<file path="src/rtl/can_tx_sched.sv">
// CAN transmit scheduler: bit timing with hard sync, bus-idle detection and
// fixed-priority mailbox arbitration with per-slot retry/abort handling.
module can_tx_sched #(
    parameter int BIT_TICKS = 200,
    parameter int IDLE_BITS = 11,
    parameter int NREQ      = 4,
    parameter int RETRY_MAX = 3
) (
    input  logic            CLK,
    input  logic            RST_N,
    input  logic            RX,
    input  logic [NREQ-1:0] REQ,
    input  logic            SER_DONE,
    input  logic            SER_ARB_LOST,
    input  logic            SER_ERR,
    output logic [NREQ-1:0] GNT,
    output logic            START,
    output logic            BIT_TICK,
    output logic            BUS_IDLE,
    output logic [NREQ-1:0] DONE,
    output logic [NREQ-1:0] ABORT
);

    localparam int CW = (BIT_TICKS > 1) ? $clog2(BIT_TICKS) : 1;
    localparam int IW = $clog2(IDLE_BITS + 1);
    localparam int RW = $clog2(RETRY_MAX + 2);
    localparam int GW = (NREQ > 1) ? $clog2(NREQ) : 1;

    localparam logic [CW-1:0] TICK_LAST  = CW'(BIT_TICKS - 1);
    localparam logic [CW-1:0] SAMPLE_PT  = CW'(BIT_TICKS / 2 - 1);
    localparam logic [IW-1:0] IDLE_FULL  = IW'(IDLE_BITS);
    localparam logic [RW-1:0] RETRY_LIM  = RW'(RETRY_MAX);

    typedef enum logic [1:0] {
        WAIT_IDLE = 2'd0,
        ARB       = 2'd1,
        LAUNCH    = 2'd2,
        BUSY      = 2'd3
    } state_t;

    function automatic logic [NREQ-1:0] lowest_set(input logic [NREQ-1:0] v);
        return v & (~v + NREQ'(1));
    endfunction

    function automatic logic [GW-1:0] onehot_idx(input logic [NREQ-1:0] oh);
        logic [GW-1:0] idx;
        idx = {GW{1'b0}};
        for (int i = 0; i < NREQ; i++) begin
            idx = idx | ({GW{oh[i]}} & GW'(i));
        end
        return idx;
    endfunction

    state_t          state_q, state_d;
    logic            rx_q;
    logic [CW-1:0]   cnt_q, cnt_d;
    logic [IW-1:0]   rec_q, rec_d;
    logic [NREQ-1:0] gnt_q, gnt_d;
    logic            start_q, start_d;
    logic [NREQ-1:0] done_q, done_d;
    logic [NREQ-1:0] abort_q, abort_d;
    logic [NREQ-1:0] mask_q, mask_d;
    logic [RW-1:0]   retry_q [NREQ];
    logic [RW-1:0]   retry_d [NREQ];

    logic            fall_s;
    logic            rec_clr_s;
    logic [NREQ-1:0] eligible_s;
    logic [GW-1:0]   gidx_s;
    logic [RW-1:0]   retry_inc_s;

    assign fall_s      = rx_q & ~RX;
    assign BIT_TICK    = (cnt_q == SAMPLE_PT);
    assign BUS_IDLE    = (rec_q == IDLE_FULL);
    assign eligible_s  = REQ & ~mask_q;
    assign gidx_s      = onehot_idx(gnt_q);
    assign retry_inc_s = retry_q[gidx_s] + RW'(1);

    assign GNT   = gnt_q;
    assign START = start_q;
    assign DONE  = done_q;
    assign ABORT = abort_q;

    // Bit-time counter with hard resync on every recessive-to-dominant edge.
    always_comb begin
        cnt_d = cnt_q;
        if (fall_s) begin
            cnt_d = {CW{1'b0}};
        end else if (cnt_q == TICK_LAST) begin
            cnt_d = {CW{1'b0}};
        end else begin
            cnt_d = cnt_q + CW'(1);
        end
    end

    // Recessive-bit counter; restarts whenever a frame attempt finishes.
    always_comb begin
        rec_d = rec_q;
        if (rec_clr_s) begin
            rec_d = {IW{1'b0}};
        end else if (BIT_TICK) begin
            if (!rx_q) begin
                rec_d = {IW{1'b0}};
            end else if (rec_q == IDLE_FULL) begin
                rec_d = rec_q;
            end else begin
                rec_d = rec_q + IW'(1);
            end
        end else begin
            rec_d = rec_q;
        end
    end

    // Scheduler FSM: arbitration, launch and outcome handling.
    always_comb begin
        state_d   = state_q;
        gnt_d     = gnt_q;
        start_d   = 1'b0;
        done_d    = {NREQ{1'b0}};
        abort_d   = {NREQ{1'b0}};
        mask_d    = mask_q & REQ;   // a mask drops once its request is seen low
        retry_d   = retry_q;
        rec_clr_s = 1'b0;
        case (state_q)
            WAIT_IDLE: begin
                if (BUS_IDLE && (|eligible_s)) begin
                    state_d = ARB;
                end else begin
                    state_d = WAIT_IDLE;
                end
            end
            ARB: begin
                if (|eligible_s) begin
                    gnt_d   = lowest_set(eligible_s);
                    start_d = 1'b1;
                    state_d = LAUNCH;
                end else begin
                    gnt_d   = {NREQ{1'b0}};
                    state_d = WAIT_IDLE;
                end
            end
            LAUNCH: begin
                state_d = BUSY;
            end
            BUSY: begin
                if (SER_ERR) begin
                    if (retry_inc_s > RETRY_LIM) begin
                        abort_d         = gnt_q;
                        mask_d          = mask_d | gnt_q;
                        retry_d[gidx_s] = {RW{1'b0}};
                    end else begin
                        retry_d[gidx_s] = retry_inc_s;
                    end
                    gnt_d     = {NREQ{1'b0}};
                    rec_clr_s = 1'b1;
                    state_d   = WAIT_IDLE;
                end else if (SER_ARB_LOST) begin
                    gnt_d     = {NREQ{1'b0}};
                    rec_clr_s = 1'b1;
                    state_d   = WAIT_IDLE;
                end else if (SER_DONE) begin
                    done_d          = gnt_q;
                    retry_d[gidx_s] = {RW{1'b0}};
                    gnt_d           = {NREQ{1'b0}};
                    rec_clr_s       = 1'b1;
                    state_d         = WAIT_IDLE;
                end else begin
                    state_d = BUSY;
                end
            end
            default: begin
                gnt_d   = {NREQ{1'b0}};
                state_d = WAIT_IDLE;
            end
        endcase
    end

    // State and output registers.
    always_ff @(posedge CLK or negedge RST_N) begin
        if (!RST_N) begin
            state_q <= WAIT_IDLE;
            rx_q    <= 1'b1;
            cnt_q   <= {CW{1'b0}};
            rec_q   <= {IW{1'b0}};
            gnt_q   <= {NREQ{1'b0}};
            start_q <= 1'b0;
            done_q  <= {NREQ{1'b0}};
            abort_q <= {NREQ{1'b0}};
            mask_q  <= {NREQ{1'b0}};
            for (int i = 0; i < NREQ; i++) begin
                retry_q[i] <= {RW{1'b0}};
            end
        end else begin
            state_q <= state_d;
            rx_q    <= RX;
            cnt_q   <= cnt_d;
            rec_q   <= rec_d;
            gnt_q   <= gnt_d;
            start_q <= start_d;
            done_q  <= done_d;
            abort_q <= abort_d;
            mask_q  <= mask_d;
            for (int i = 0; i < NREQ; i++) begin
                retry_q[i] <= retry_d[i];
            end
        end
    end

endmodule

</file>
<file path="config.mk">
export PLATFORM = sky130hd
export DESIGN_NAME = can_tx_sched
export DESIGN_NICKNAME = d
export VERILOG_FILES = /design/src/rtl/can_tx_sched.sv
export SDC_FILE = /design/constraint.sdc
export NUM_CORES = 1
export LEC_CHECK = 0
export CORE_MARGIN = 3
export CORE_UTILIZATION = 55
export DETAILED_ROUTE_END_ITERATION = 10
export PLACE_DENSITY_LB_ADDON = 0.05
export SYNTH_ARGS = -nofsm -noshare
export SYNTH_HDL_FRONTEND = slang
export SYNTH_SLANG_ARGS = --single-unit
export TNS_END_PERCENT = 10
</file>
<file path="constraint.sdc">
create_clock -name CLK -period 3.3 [get_ports CLK]
set_input_delay 0.33 -clock CLK [delete_from_list [all_inputs] [get_ports CLK]]
set_output_delay 0.33 -clock CLK [all_outputs]
set_load 0.02 [all_outputs]
</file>
# Word level (Yosys, flattened, before mapping)
# Index checks and enable logic that the tools add are counted.
# op_classes
magnitude_cmp,3
n_div,0
eq_ne,9
mul,0
bitwise_logic,13
shifts,0
n_addsub,4
reduce_logical,10
n_mux,43
# ops
cell,n
$mux 4,18
$mux 12,4
$mux 8,2
$and 12x12->12,1
$and 4x4->4,3
$bwmux 12,1
$not 12->12,1
$mux 3,3
$add 4x1->4 const B,2
$add 8x1->8 const B,1
$eq 8x7->1 const B,1
$eq 8x8->1 const B,1
$mux 2,4
$not 4->4,2
$pmux 2 s4,1
$pmux 4 s2,1
$mux 1,7
$bmux 3 s2,1
$demux 3 s2,1
$reduce_bool 2->1,3
$eq 2x2->1 const B,2
$eq 4x4->1 const B,1
$ne 4x4->1 const B,1
$or 4x4->4,1
other kinds (17),19
# totals
latch_bits,0
n_memories,0
ramBits,0
output_inout_bits,15
romBits,0
input_bits,10
reg_bits,44

# Depth between registers and ports, before layout
# depth
ltp_word,12
ltp_mapped,11
ltp_nobuf,10

# Worst setup path after synthesis
# OpenSTA, ideal clock, no wires.
# synth_path
kind,reg2reg
startpoint,reg gnt_q[1] (netlist: GNT[1])
endpoint,reg retry_q[10] in the netlist's numbering
arrival_ns,2.679
slack_ns,0.493
period_less_slack_ns,2.807
n_path_buf,1
stages_incl_launch_ff,12
setup_time_ns,0.128
cell_sequence,dfrtp_1 buf_2 nor2b_1 a211oi_1 a21oi_1 o22a_1 ha_1 nor3b_1 a22o_1 nor4b_4 a2111oi_4 mux2_1
# synth_via
elab_chain_len,12
elab_cells_between_ends,20
cone_classes,add/sub (1); order compare (3); mux (10); bitwise (5); reduce/logical (1)
# synth_rtl
element,line,source
"start, declared",58,"logic [NREQ-1:0] gnt_q, gnt_d;"
"start signal, assigned",185,gnt_q <= {NREQ{1'b0}};
"start signal, assigned",198,gnt_q <= gnt_d;
$or 1x2->2 *,49,idx = idx | ({GW{oh[i]}} & GW'(i));
$or 2x2->2 *,49,
$not 2->3 (implied by the code) *,-,
branches (longest 8 deep; another with $add 3x1->3),-,
$mux 12 *,146,if (SER_ERR) begin
"end signal, assigned by index",191,retry_q[i] <= {RW{1'b0}};
"end signal, assigned by index",204,retry_q[i] <= retry_d[i];
"end, declared",63,logic [RW-1:0] retry_q [NREQ];
# Every way passes the cells marked *. The select of a mux whose other input is x is not followed.
# A chain may end at the register's enable or synchronous reset.

# Final worst setup path
# layout_path
startpoint,reg gnt_q[1] (netlist: GNT[1])
endpoint,reg retry_q[1] in the netlist's numbering
# Same word-level chain as after synthesis.

==> flow_metrics.env <==
export IMPL_cp_common_cell="nor3b_1"
export IMPL_row_count=21
export IMPL_tritoncts="done"
export IMPL_run_status="complete, no violations"
export IMPL_ys_async_sr_fraction=1.00
export IMPL_dieArea_mm2=0.00461
export IMPL_antenna_found_initial=0
export IMPL_met1_length_um=1780
export IMPL_p_total_w=0.00174
export IMPL_cts_buffers=5
export IMPL_worstSetupPathType="reg -> reg"
export IMPL_highest_layer="met4"
export IMPL_worst_slew_pin_slew_ps=940
export IMPL_grt_usage=0.213
export IMPL_slowest_stage="dfrtp_1"
export IMPL_final_layout_size_suffix_gt1_frac=0.0996
export IMPL_max_freq_mhz=358
export IMPL_die_x_um=67.9
export IMPL_num_io_pins=25
export IMPL_grt_pass1_vias=1617
export IMPL_num_vias=1546
export IMPL_hold_viol=0
export IMPL_finalWirelength_um=4100
export IMPL_ir_drop_mv=0.426
export IMPL_period_minus_slack_ps=2790
export IMPL_die_h_um=67.9
export IMPL_synth_top_area_share=0.511
export IMPL_synth_fp_nets=213
export IMPL_start_util=0.598
export IMPL_wl_met3_um=166
export IMPL_reg2regPathDepth=9
export IMPL_post_route_drc_count=0
export IMPL_slew_viol_final=0
export IMPL_crit_path_max_incr_delay_ps=520
export IMPL_ys_seq_elements=44
export IMPL_fin_cells=277
export IMPL_cts_max_level=2
export IMPL_critPathCaptureType="flip-flop"
export IMPL_n_antenna_cell=0
export IMPL_grt_max_degree=45
export IMPL_clkTransAtPathRegs_ps=80
export IMPL_cts_resized=0
export IMPL_setup_viol=0
export IMPL_path_cells="nor3b_1 > a21oi_1 > o221a_2 > ha_1 > nor3b_1 > a22o_1 > nor4b_4 > a2111oi_4 > mux2_1"
export IMPL_yosysUniqueCellTypes=44
export IMPL_drt_initial_drc_count=101
export IMPL_core_mm2=0.00352
export IMPL_clockBufferDepth=2
export IMPL_cp_max_fo=11
export IMPL_final_nets=244
export IMPL_power_density_mw_per_mm2=696
export IMPL_syn_to_final_growth_pct=18.5
export IMPL_hp_class="in -> async"
export IMPL_skew_ps=6.13
export IMPL_gp_congestion=0.853
export IMPL_cts_root_buf="clkbuf_8"
export IMPL_rsz0062_at_grt="no"
export IMPL_synth_top_area_cell="dfrtp_1"
export IMPL_synth_seq_area_share=0.523
export IMPL_cts_hold_buf=0
export IMPL_synth_ff_type="dfrtp_1"
export IMPL_dr_pass1_iters=4
export IMPL_period_share=0.846
export IMPL_dp_cells=269
export IMPL_viasPerCell=5.58
export IMPL_setup_tns_ps=0
export IMPL_dp_hpwl_um=3040
export IMPL_antenna_left=0
export IMPL_wl_met2_um=2050
export IMPL_grt_pass1_wl_um=7070
export IMPL_synth_area_leaders="dfrtp_1 51%, and2_1 3.9%, nand2_1 3.7%, nor2_1 3.7%, mux2_1 2.7%"
export IMPL_wl_per_cell_um=14.8
export IMPL_r2r_start="GNT[1]"
export IMPL_leakage_nw=1.14
export IMPL_synth_edf_count=0
export IMPL_critPathLaunchType="flip-flop"
export IMPL_syn_avg_cell_area_um2=10.6
export IMPL_yosysWarnings=0
export IMPL_max_slew_margin=0.374
export IMPL_max_cap_viol_count=0
export IMPL_grt_overflow_total=0
export IMPL_syn_area_mm2=0.00211
export IMPL_ff2ff_setup_slack_ps=510
export IMPL_cp_arrival_ps=2970
export IMPL_cts_sinks=44
export IMPL_port_buffers=24
export IMPL_clock_latency_ps=300
export IMPL_synth_cells=199
export IMPL_postCtsSetupBuffers=0
export IMPL_crit_required_ps=3480
export IMPL_reg2reg_to="retry_q[1]"
[registers in the layout, indices dropped and copies added, names as in the netlist]
name	flops
rx_q	1
ABORT	4
rec_q	4
state_q	2
GNT	4
DONE	4
mask_q	4
cnt_q	8
START	1
retry_q	12
[worst max-delay path by stage]
stage                     slack, ps     endpoint   start
final                           510   retry_q[1]  GNT[1]
after global routing            330   retry_q[0]  GNT[1]
after CTS                       500   retry_q[1]  GNT[1]
after detailed placement        500   retry_q[1]  GNT[1]
after global placement          610   retry_q[0]  GNT[1]
after floorplan                 490  retry_q[10]  GNT[1]
[synth_stat cells, types with 2 or more instances]
cell type	instances
dfrtp_1	43
nand2_1	21
nor2_1	21
and2_1	13
inv_1	10
o21ai_0	9
a21oi_1	7
nand3_1	7
nor2b_1	6
mux2_1	5
ha_1	4
nor3_1	4
xor2_1	4
a22o_1	3
buf_2	3
mux2_2	3
nand3b_1	3
nor3b_1	3
nor4_1	3
a2111oi_4	2
xnor2_1	2
[final cells by class]
type,count,area [um2]
Multi-Input combinational cell,142,951
Clock buffer,8,90.1
Timing Repair Buffer,27,258
Sequential cell,44,1100
Inverter,10,37.5
Fill cell,282,1020
Tap cell,46,57.6
[report_power, final]
group	switching, W	total, W	internal (W)
Sequential	0.0000941	0.000731	0.000637
Combinational	0.000394	0.000666	0.000272
Clock	0.000171	0.000342	0.000171
Total	0.000659	0.00174	0.00108
[layer usage]
metal,vias to the layer above,global-route usage
li1,752,-
met1,752,0.244
met2,34,0.366
met3,8,0.0509
met4,0,0.119
met5,-,0
[stage by stage]
stage,utilization,hold slack [ps],setup WS (ps),area [um2]
after CTS,0.709,198,498,2500
after global routing,0.709,249,334,2500
after detailed placement,0.683,458,497,2410
final,0.709,181,508,2500
after floorplan,-,34.4,493,2110
after global placement,0.683,449,613,2410
[layout by cell type, fill, tap and decap left out, types with 2 or more instances in the layout]
cell              n
clkbuf_8          6
ha_1              4
clkbuf_1          2
a2111oi_4         2
xor2_1            4
nor3_1            4
dfrtp_1          43
buf_4             3
a21oi_1           7
nor3b_1           3
nor2b_1           6
mux2_2            3
inv_1            10
mux2_1            5
nand2_1          21
nand3b_1          3
and2_1           13
a22o_1            3
xnor2_1           2
clkdlybuf4s50_1  23
nand3_1           7
o21ai_0           9
nor2_1           21
nor4_1            3
[cell families after synthesis]
group                      after synthesis  share of synthesized area
and+or+nand+nor                         91                      0.235
buffers and inverters                   13                     0.0250
muxes                                    9                     0.0499
AOI/OAI and AO/OA                       32                      0.118
adders and majority gates                4                     0.0238
DFF                                     44                      0.523
xor gates and xnor gates                 6                     0.0250
[worst max-delay path: cells and delay by family, from the launching register on]
| family | cells | cell delay [ps] |
|---|---|---|
| multiplexers | 1 | 320 |
| AO/OA/AOI/OAI | 4 | 680 |
| adder cells (fa/ha/maj) | 1 | 260 |
| AND/OR/NAND/NOR | 3 | 890 |
| flip-flops | 1 | 520 |
Power figures use the tool's default switching activity.
